==> config.mk <==
export PLATFORM = sky130hd
export DESIGN_NAME = uart_rx_core
export DESIGN_NICKNAME = d
export VERILOG_FILES = /design/src/rtl/uart_pkg.sv /design/src/rtl/uart_rx_sync.sv /design/src/rtl/uart_rx_core.sv
export SDC_FILE = /design/constraint.sdc
export NUM_CORES = 1
export LEC_CHECK = 0
export CORE_MARGIN = 8
export CORE_UTILIZATION = 40
export CTS_BUF_LIST = sky130_fd_sc_hd__clkbuf_2 sky130_fd_sc_hd__clkbuf_4 sky130_fd_sc_hd__clkbuf_8
export DETAILED_ROUTE_END_ITERATION = 6
export GPL_ROUTABILITY_DRIVEN = 0
export SLEW_MARGIN = 20
export SYNTH_ARGS = -nofsm -noshare
export SYNTH_HDL_FRONTEND = slang
export SYNTH_HIERARCHICAL = 1
export SYNTH_SLANG_ARGS = --single-unit
==> constraint.sdc <==
create_clock -name clk -period 2.4 [get_ports clk]
set_input_delay 0.24 -clock clk [delete_from_list [all_inputs] [get_ports clk]]
set_output_delay 0.24 -clock clk [all_outputs]
set_load 0.05 [all_outputs]
==> src/rtl/uart_pkg.sv <==
// Shared types and constants for the UART receive path.
package uart_pkg;

  typedef enum logic [2:0] {
    S_IDLE,
    S_START,
    S_DATA,
    S_PARITY,
    S_STOP,
    S_BREAK
  } uart_rx_state_t;

  localparam int PAR_NONE = 0;
  localparam int PAR_EVEN = 1;
  localparam int PAR_ODD  = 2;

  localparam int DEFAULT_OVERSAMPLE = 8;

endpackage

==> src/rtl/uart_rx_sync.sv <==
// Input conditioning: 2-FF synchronizer for the serial line and rising-edge
// detector that turns the oversample clock level into a one-cycle tick.
module uart_rx_sync (
  input  logic clk,
  input  logic rst,
  input  logic rx,
  input  logic rxclk,
  output logic rx_sync,
  output logic tick
);

  logic rx_meta_p0;
  logic rx_sync_p1;
  logic rxclk_p0;

  // Stage p0/p1: line idles high, so reset to 1 keeps the FSM quiet
  always_ff @(posedge clk or negedge rst) begin
    if (!rst) begin
      rx_meta_p0 <= 1'b1;
      rx_sync_p1 <= 1'b1;
      rxclk_p0   <= 1'b0;
    end else begin
      rx_meta_p0 <= rx;
      rx_sync_p1 <= rx_meta_p0;
      rxclk_p0   <= rxclk;
    end
  end

  assign rx_sync = rx_sync_p1;
  assign tick    = rxclk & ~rxclk_p0;

endmodule

==> src/rtl/uart_rx_core.sv <==
// UART receiver: oversampled frame FSM, shift register and a valid/ready
// holding register carrying parity, framing and overrun status.
module uart_rx_core
  import uart_pkg::*;
#(
  parameter int DATA_BITS  = 8,
  parameter int OVERSAMPLE = DEFAULT_OVERSAMPLE,
  parameter int PARITY     = PAR_NONE
) (
  input  logic                 clk,
  input  logic                 rst,
  input  logic                 rxclk,
  input  logic                 rx,
  output logic [DATA_BITS-1:0] rx_data,
  output logic                 rx_valid,
  input  logic                 rx_ready,
  output logic                 parity_err,
  output logic                 frame_err,
  output logic                 overrun,
  output logic                 busy
);

  localparam int TW = (OVERSAMPLE > 2) ? $clog2(OVERSAMPLE) : 1;
  localparam int BW = (DATA_BITS > 1) ? $clog2(DATA_BITS) : 1;
  localparam logic [TW-1:0] T_HALF = TW'(OVERSAMPLE / 2 - 1);
  localparam logic [TW-1:0] T_FULL = TW'(OVERSAMPLE - 1);
  localparam logic [BW-1:0] B_LAST = BW'(DATA_BITS - 1);

  function automatic logic parity_bad(input logic [DATA_BITS-1:0] d, input logic b);
    return (^d) ^ b ^ logic'(PARITY == PAR_ODD);
  endfunction

  logic rxs;
  logic tick;

  uart_rx_sync u_sync (
    .clk     (clk),
    .rst     (rst),
    .rx      (rx),
    .rxclk   (rxclk),
    .rx_sync (rxs),
    .tick    (tick)
  );

  uart_rx_state_t       state, state_nx;
  logic [TW-1:0]        tcnt, tcnt_nx;
  logic [BW-1:0]        bcnt, bcnt_nx;
  logic [DATA_BITS-1:0] shift, shift_nx;
  logic                 perr_q, perr_nx;
  logic                 done;
  logic                 ferr_nx;

  always_ff @(posedge clk or negedge rst) begin
    if (!rst) begin
      state <= S_IDLE;
      tcnt  <= '0;
      bcnt  <= '0;
    end else begin
      state <= state_nx;
      tcnt  <= tcnt_nx;
      bcnt  <= bcnt_nx;
    end
  end

  always_ff @(posedge clk) begin
    shift  <= shift_nx;
    perr_q <= perr_nx;
  end

  // All bit timing advances on tick only; the start sample lands mid-bit
  always_comb begin
    state_nx = state;
    tcnt_nx  = tcnt;
    bcnt_nx  = bcnt;
    shift_nx = shift;
    perr_nx  = perr_q;
    done     = 1'b0;
    ferr_nx  = 1'b0;
    if (tick) begin
      unique case (state)
        S_IDLE: begin
          if (!rxs) begin
            state_nx = S_START;
            tcnt_nx  = '0;
          end
        end
        S_START: begin
          if (tcnt == T_HALF) begin
            tcnt_nx  = '0;
            bcnt_nx  = '0;
            perr_nx  = 1'b0;
            state_nx = rxs ? S_IDLE : S_DATA;
          end else begin
            tcnt_nx = tcnt + 1'b1;
          end
        end
        S_DATA: begin
          if (tcnt == T_FULL) begin
            tcnt_nx  = '0;
            shift_nx = {rxs, shift[DATA_BITS-1:1]};
            bcnt_nx  = bcnt + 1'b1;
            if (bcnt == B_LAST)
              state_nx = (PARITY != PAR_NONE) ? S_PARITY : S_STOP;
          end else begin
            tcnt_nx = tcnt + 1'b1;
          end
        end
        S_PARITY: begin
          if (tcnt == T_FULL) begin
            tcnt_nx  = '0;
            perr_nx  = parity_bad(shift, rxs);
            state_nx = S_STOP;
          end else begin
            tcnt_nx = tcnt + 1'b1;
          end
        end
        S_STOP: begin
          if (tcnt == T_FULL) begin
            tcnt_nx  = '0;
            done     = 1'b1;
            ferr_nx  = ~rxs;
            state_nx = rxs ? S_IDLE : S_BREAK;
          end else begin
            tcnt_nx = tcnt + 1'b1;
          end
        end
        S_BREAK: begin
          if (rxs) state_nx = S_IDLE;
        end
        default: state_nx = S_IDLE;
      endcase
    end
  end

  // A completing frame wins over a plain accept; a full register drops it
  always_ff @(posedge clk or negedge rst) begin
    if (!rst) begin
      rx_data    <= '0;
      rx_valid   <= 1'b0;
      parity_err <= 1'b0;
      frame_err  <= 1'b0;
      overrun    <= 1'b0;
    end else if (done) begin
      if (!rx_valid || rx_ready) begin
        rx_data    <= shift;
        parity_err <= (PARITY != PAR_NONE) && perr_q;
        frame_err  <= ferr_nx;
        rx_valid   <= 1'b1;
        overrun    <= 1'b0;
      end else begin
        overrun <= 1'b1;
      end
    end else if (rx_valid && rx_ready) begin
      rx_valid <= 1'b0;
      overrun  <= 1'b0;
    end
  end

  assign busy = (state != S_IDLE);

endmodule

* Word level (Yosys, flattened, before mapping)
Index checks and enable logic that the tools add are counted.
** Word-level totals
- Bits of input ports :: 5
- Output and inout port bits :: 13
- Flip-flop bits (word level) :: 31
- Bits in latches :: 0
- ROM bits :: 0
- Memories kept :: 0
- Memory bits (writable) :: 0
- Logic and storage cells :: 75
** Cells by class
- Multiplexer cells :: 28
- Magnitude comparators :: 0
- Bitwise gates (word level) :: 3
- Equal/unequal tests :: 16
- Reductions and logical operators :: 15
- Shifts and indexed selects :: 0
- $add $sub $neg :: 2
- $mul :: 0
- Div/mod/pow operators :: 0
** Operators with widths (count)
- 2-to-1 mux 3 bit :: 13
- one-hot mux 3 bit (6 select lines) :: 1
- == test 3 bit, second input constant :: 4
- inequality test 2 bit, second input constant :: 6
- 2-to-1 mux 1 bit :: 11
- == test 3 x 2 -> 1 bit, second input constant :: 3
- one-hot mux 3 bit (3 select lines) :: 1
- AND reduction 8 bit :: 1
- adder 3 x 1 -> 3 bit, second input constant :: 2
- one-hot mux 3 bit (2 select lines) :: 1
- AND reduction 3 bit :: 2
- nonzero test 3 bit :: 2
- inequality test 2 x 1 -> 1 bit, second input constant :: 2
- AND reduction 2 bit :: 2
- AND reduction 4 bit :: 1
- nonzero test 2 bit :: 2
- == test 3 x 1 -> 1 bit, second input constant :: 1
- zero test 3 bit :: 1
- OR reduction 3 bit :: 1
- 2-to-1 mux 2 bit :: 1
- inverter 1 bit :: 2
- AND 1 bit :: 1
- logical AND 1 bit :: 1
- zero test 1 bit :: 1
- logical OR 1 bit :: 1

* Depth between registers and ports, before layout
- Depth in word-level cells :: 6
- Gate-level depth with buffers :: 6
- Gate-level depth less buffers :: 6

* Cells and area by module
Netlist, hierarchy kept.
** By module, submodules not included
- uart_rx_core :: times used 1, area each 1342.5 um^2, seq. area each 740.7 um^2, cells an instance 107
- uart_rx_sync :: times used 1, area each 91.3 um^2, seq. area each 77.6 um^2, cells an instance 4

* Worst setup path before layout
No wires, ideal clock.
- Path kind :: reg2reg
- From :: register tcnt[0]
- To :: register rx_data[0]
- Required time :: 2.275 ns
- Arrival time :: 1.789 ns
- Library setup time :: 0.125 ns
- Path buffers :: 0
- Cell stages (with the launch flop) :: 7
- Setup slack :: 0.486 ns
- Clock period less this slack :: 1.914 ns
- Cells stage by stage :: dfrtp_1 ha_1 ha_1 nand2_1 or3_4 a21oi_4 mux2_2
** On the way
- Word-level cells in the longest chain between the ends :: 5
** RTL lines
- from (decl) :: line uart_rx_core.sv:46 : logic [TW-1:0] tcnt, tcnt_nx;
- from (signal assigned) :: line uart_rx_core.sv:60 : tcnt <= tcnt_nx;
- == test 3 bit :: line uart_rx_core.sv:118 : if (tcnt == T_FULL) begin
- 2-to-1 mux 1 bit :: line uart_rx_core.sv:118
- 2-to-1 mux 1 bit :: line uart_rx_core.sv:80 : unique case (state)
- 2-to-1 mux 1 bit :: line uart_rx_core.sv:79 : if (tick) begin
- AND reduction 2 bit (no line)
- to (signal assigned) :: line uart_rx_core.sv:145 : rx_data <= shift;
- to (decl) :: line uart_rx_core.sv:14 : output logic [DATA_BITS-1:0] rx_data,
No other way between the ends.
A chain may end at the register's enable or synchronous reset.

* Worst setup path in the final report
- From :: register state[1]
- To :: output busy
** On the way
- Word-level cells in the longest chain between the ends :: 1
** RTL lines
- from (decl) :: line uart_rx_core.sv:45 : uart_rx_state_t state, state_nx;
- from (signal assigned) :: line uart_rx_core.sv:59 : state <= state_nx;
- nonzero test 3 bit :: line uart_rx_core.sv:159 : assign busy = (state != S_IDLE);
- to (decl) :: line uart_rx_core.sv:20 : output logic busy
No other way between the ends.

==> metrics.txt <==
status finished, final reports clean; clock tree buffer depth 2; Synth Area in Compound Gates 8.38%; Post-synth top cells dfrtp_1 (21), mux2_2 (13), edfxtp_1 (8), inv_1 (8), ha_1 (7); HP Class input port to async pin; post-synthesis mux area share between 10% and 20%; RSZ-0062 raised after global routing no; worst flop-to-flop path startpoint tcnt[0]$_DFFE_PN0P_; IO Pins 18; Post-DRT Antenna Nets 0; Setup Skew 0.00398 ns; register area share after synthesis approximately 57%; critical-path maximum fanout 16; sequential share of power 44.1%; setup repair bufs after CTS 0; share of the synthesized area in the top cell type a little over a third; gr usage total 9.55%; min Tclk post-route 2.19 ns; achievable frequency 456 MHz; kind of critical path flip-flop to output pin; chip height 75.9 um; Clock power frac 16.7%; R2R Setup Slk 0.25 ns; H-tree levels 2; Clock Sink Count 31; unique cell type count in the Yosys netlist 33; YS warnings 6; routed wire length 2430 um; total gr overflow 0; Leak 0.000730 uW; Post-route DRC 0; Cells after Synth 111; Finished Core Util 50.3%; setup TNS 0 ns; first-pass GRT wire length between 4000 and 5000 um; Synth async-reset ratio 74.2%; CP arrival around 2.0 ns; Synth Area in XOR/XNOR 0%; share of cells above drive strength 1 roughly a fifth; Max VDD drop 0.442 mV; MaxCap Viol Count 0; fin nets around 150; via density per instance 4.95; Worst Setup SP state[1]$_DFFE_PN0P_; Mapped Avg Cell Area 12.9 sq um; TritonCTS clock tree yes; worst-margin pin slew 0.513 ns; # rows 21; Psw 648 uW; Required @ worst endpoint between 2 and 2.5 ns; cell-internal power 1040 uW; post-CTS sizing 0; adder-cell share of the synthesized area 6.11%; largest family of logic cells by synthesized area multiplexers; startpoint types flip-flop; Port Buf Inserts 16; vias in the first global route 888; number of synthesized flops with an enable pin 8; FF+latch count, synth 31; Post-Synth Simple-Gate Area 11.5%; Net Sw Frac 38.4%; Starting Density 42.3%; Post-CTS Hold Buffers 0; fin area 1700 sq um; dpl cells approximately 170; critical path endpoint category output pin; latest clock arrival within the worst-skew pair 0.32 ns; most instantiated library cell after synthesis dfrtp_1; post-route insts no fill 180; syn nets 123; Logic pwr share 39.2%; 1st-iter DRT viols 62; synth top area cells dfrtp_1 (37%), edfxtp_1 (17%), mux2_2 (10%); Slew headroom 65.7%; Hold Slack 0.267 ns; Tcrit/Tclk final 91.3%; placed instance area 1650 sq um; Area Overhead vs Synth 18.8%; Fillers around 300; Power Dens Cells just under 1000 nW/um^2; CTS root buf clkbuf_4; die area 5760 sq um; Clock transition at path regs 0.09 ns; DRT Pass-1 Iters 4; area leader, netlist dfrtp_1; Netlist Area Pre-Place 1430 sq um; CTS buffer count 5; pin count of the biggest net entering global routing 24; final hold viol count 0; drt wl/cell 13.5 um; chip width between 70 and 80 um; Main synth FF type dfrtp_1; # diodes 0; Max Transition Viols Final 0; Via Count 891; Core ar. 3390 sq um; Final setup viols 0; Final HPWL DP 1790 um; initial antenna violation count 0
[power by group through the flow]
stage / Combinational [uW] / Clock, uW / Sequential [uW]
floorplan: 338 / 0 / 889
global placement: 655 / 0 / 753
detailed placement: 669 / 0 / 757
CTS: 673 / 294 / 746
global route: 719 / 318 / 763
finish: 661 / 281 / 744
[final cells by class]
class	instances	area [sq um]	share of cell area, %
inverter	8	30.0	1.76
tap	46	57.6	3.38
multi-input combinational	68	563	33.0
clock buffer	6	45.0	2.64
timing repair buffer	19	183	10.7
sequential	31	818	48.0
clock inverter	2	7.51	0.441
[critical path, stage by stage, from the launching register on]
cell,delay (ns)
dfrtp_1,0.52
or3_1,0.40
clkdlybuf4s50_1,0.72
[kinds of logic (layout without fill, tap and decap cells)]
logic type	after synthesis	after routing
and+or+nand+nor	26	26
adders and majority gates	7	7
DFF	31	31
AOI/OAI and AO/OA	17	17
buffers and inverters	12	35
other	1	1
muxes	17	17
[through the flow]
stage / setup slack [ns] / power (uW)
floorplan: 0.486 / 1230
global placement: 0.226 / 1410
detailed placement: 0.167 / 1430
CTS: 0.188 / 1710
global route: 0.0996 / 1800
finish: 0.208 / 1690
[layout by cell type, fill, tap and decap left out, types with 3 or more instances in the layout]
master / count
dfrtp_1: 21
clkdlybuf4s50_1: 16
mux2_2: 13
inv_1: 8
edfxtp_1: 8
ha_1: 7
clkbuf_4: 6
nor3_1: 4
o21ai_0: 4
mux2i_1: 4
a21oi_1: 4
nand2b_1: 3
nand2_1: 3
nor2b_1: 3
buf_4: 3
[flip-flops by register name, indices dropped and copies added (netlist names)]
register	flops
rx_data	8
u_sync/rx_meta_p0	1
overrun	1
bcnt	3
shift	8
frame_err	1
u_sync/rx_sync	1
rx_valid	1
tcnt	3
state	3
u_sync/rxclk_p0	1
[final timing paths]
kind                                          endpoint  cells past startpoint
setup / recovery                                  busy                      2
hold / removal                  rx_data[6]$_DFFE_PN0P_                      2
setup reg to reg                rx_data[7]$_DFFE_PN0P_                      6
hold reg to reg               u_sync/rx_sync$_DFF_PN1_                      0
max in group asynchronous  u_sync/rx_meta_p0$_DFF_PN1_                      2
min in group clk           u_sync/rx_meta_p0$_DFF_PN1_                      1
[layer usage]
layer	up-vias	share of wire, %	GRT usage [%]
li1	437	-	-
met1	435	46	11.1
met2	17	47	14.3
met3	2	6.6	4.87
met4	0	0.53	4.48
met5	-	0	0
No activity file was read; power rests on OpenSTA's default activity.
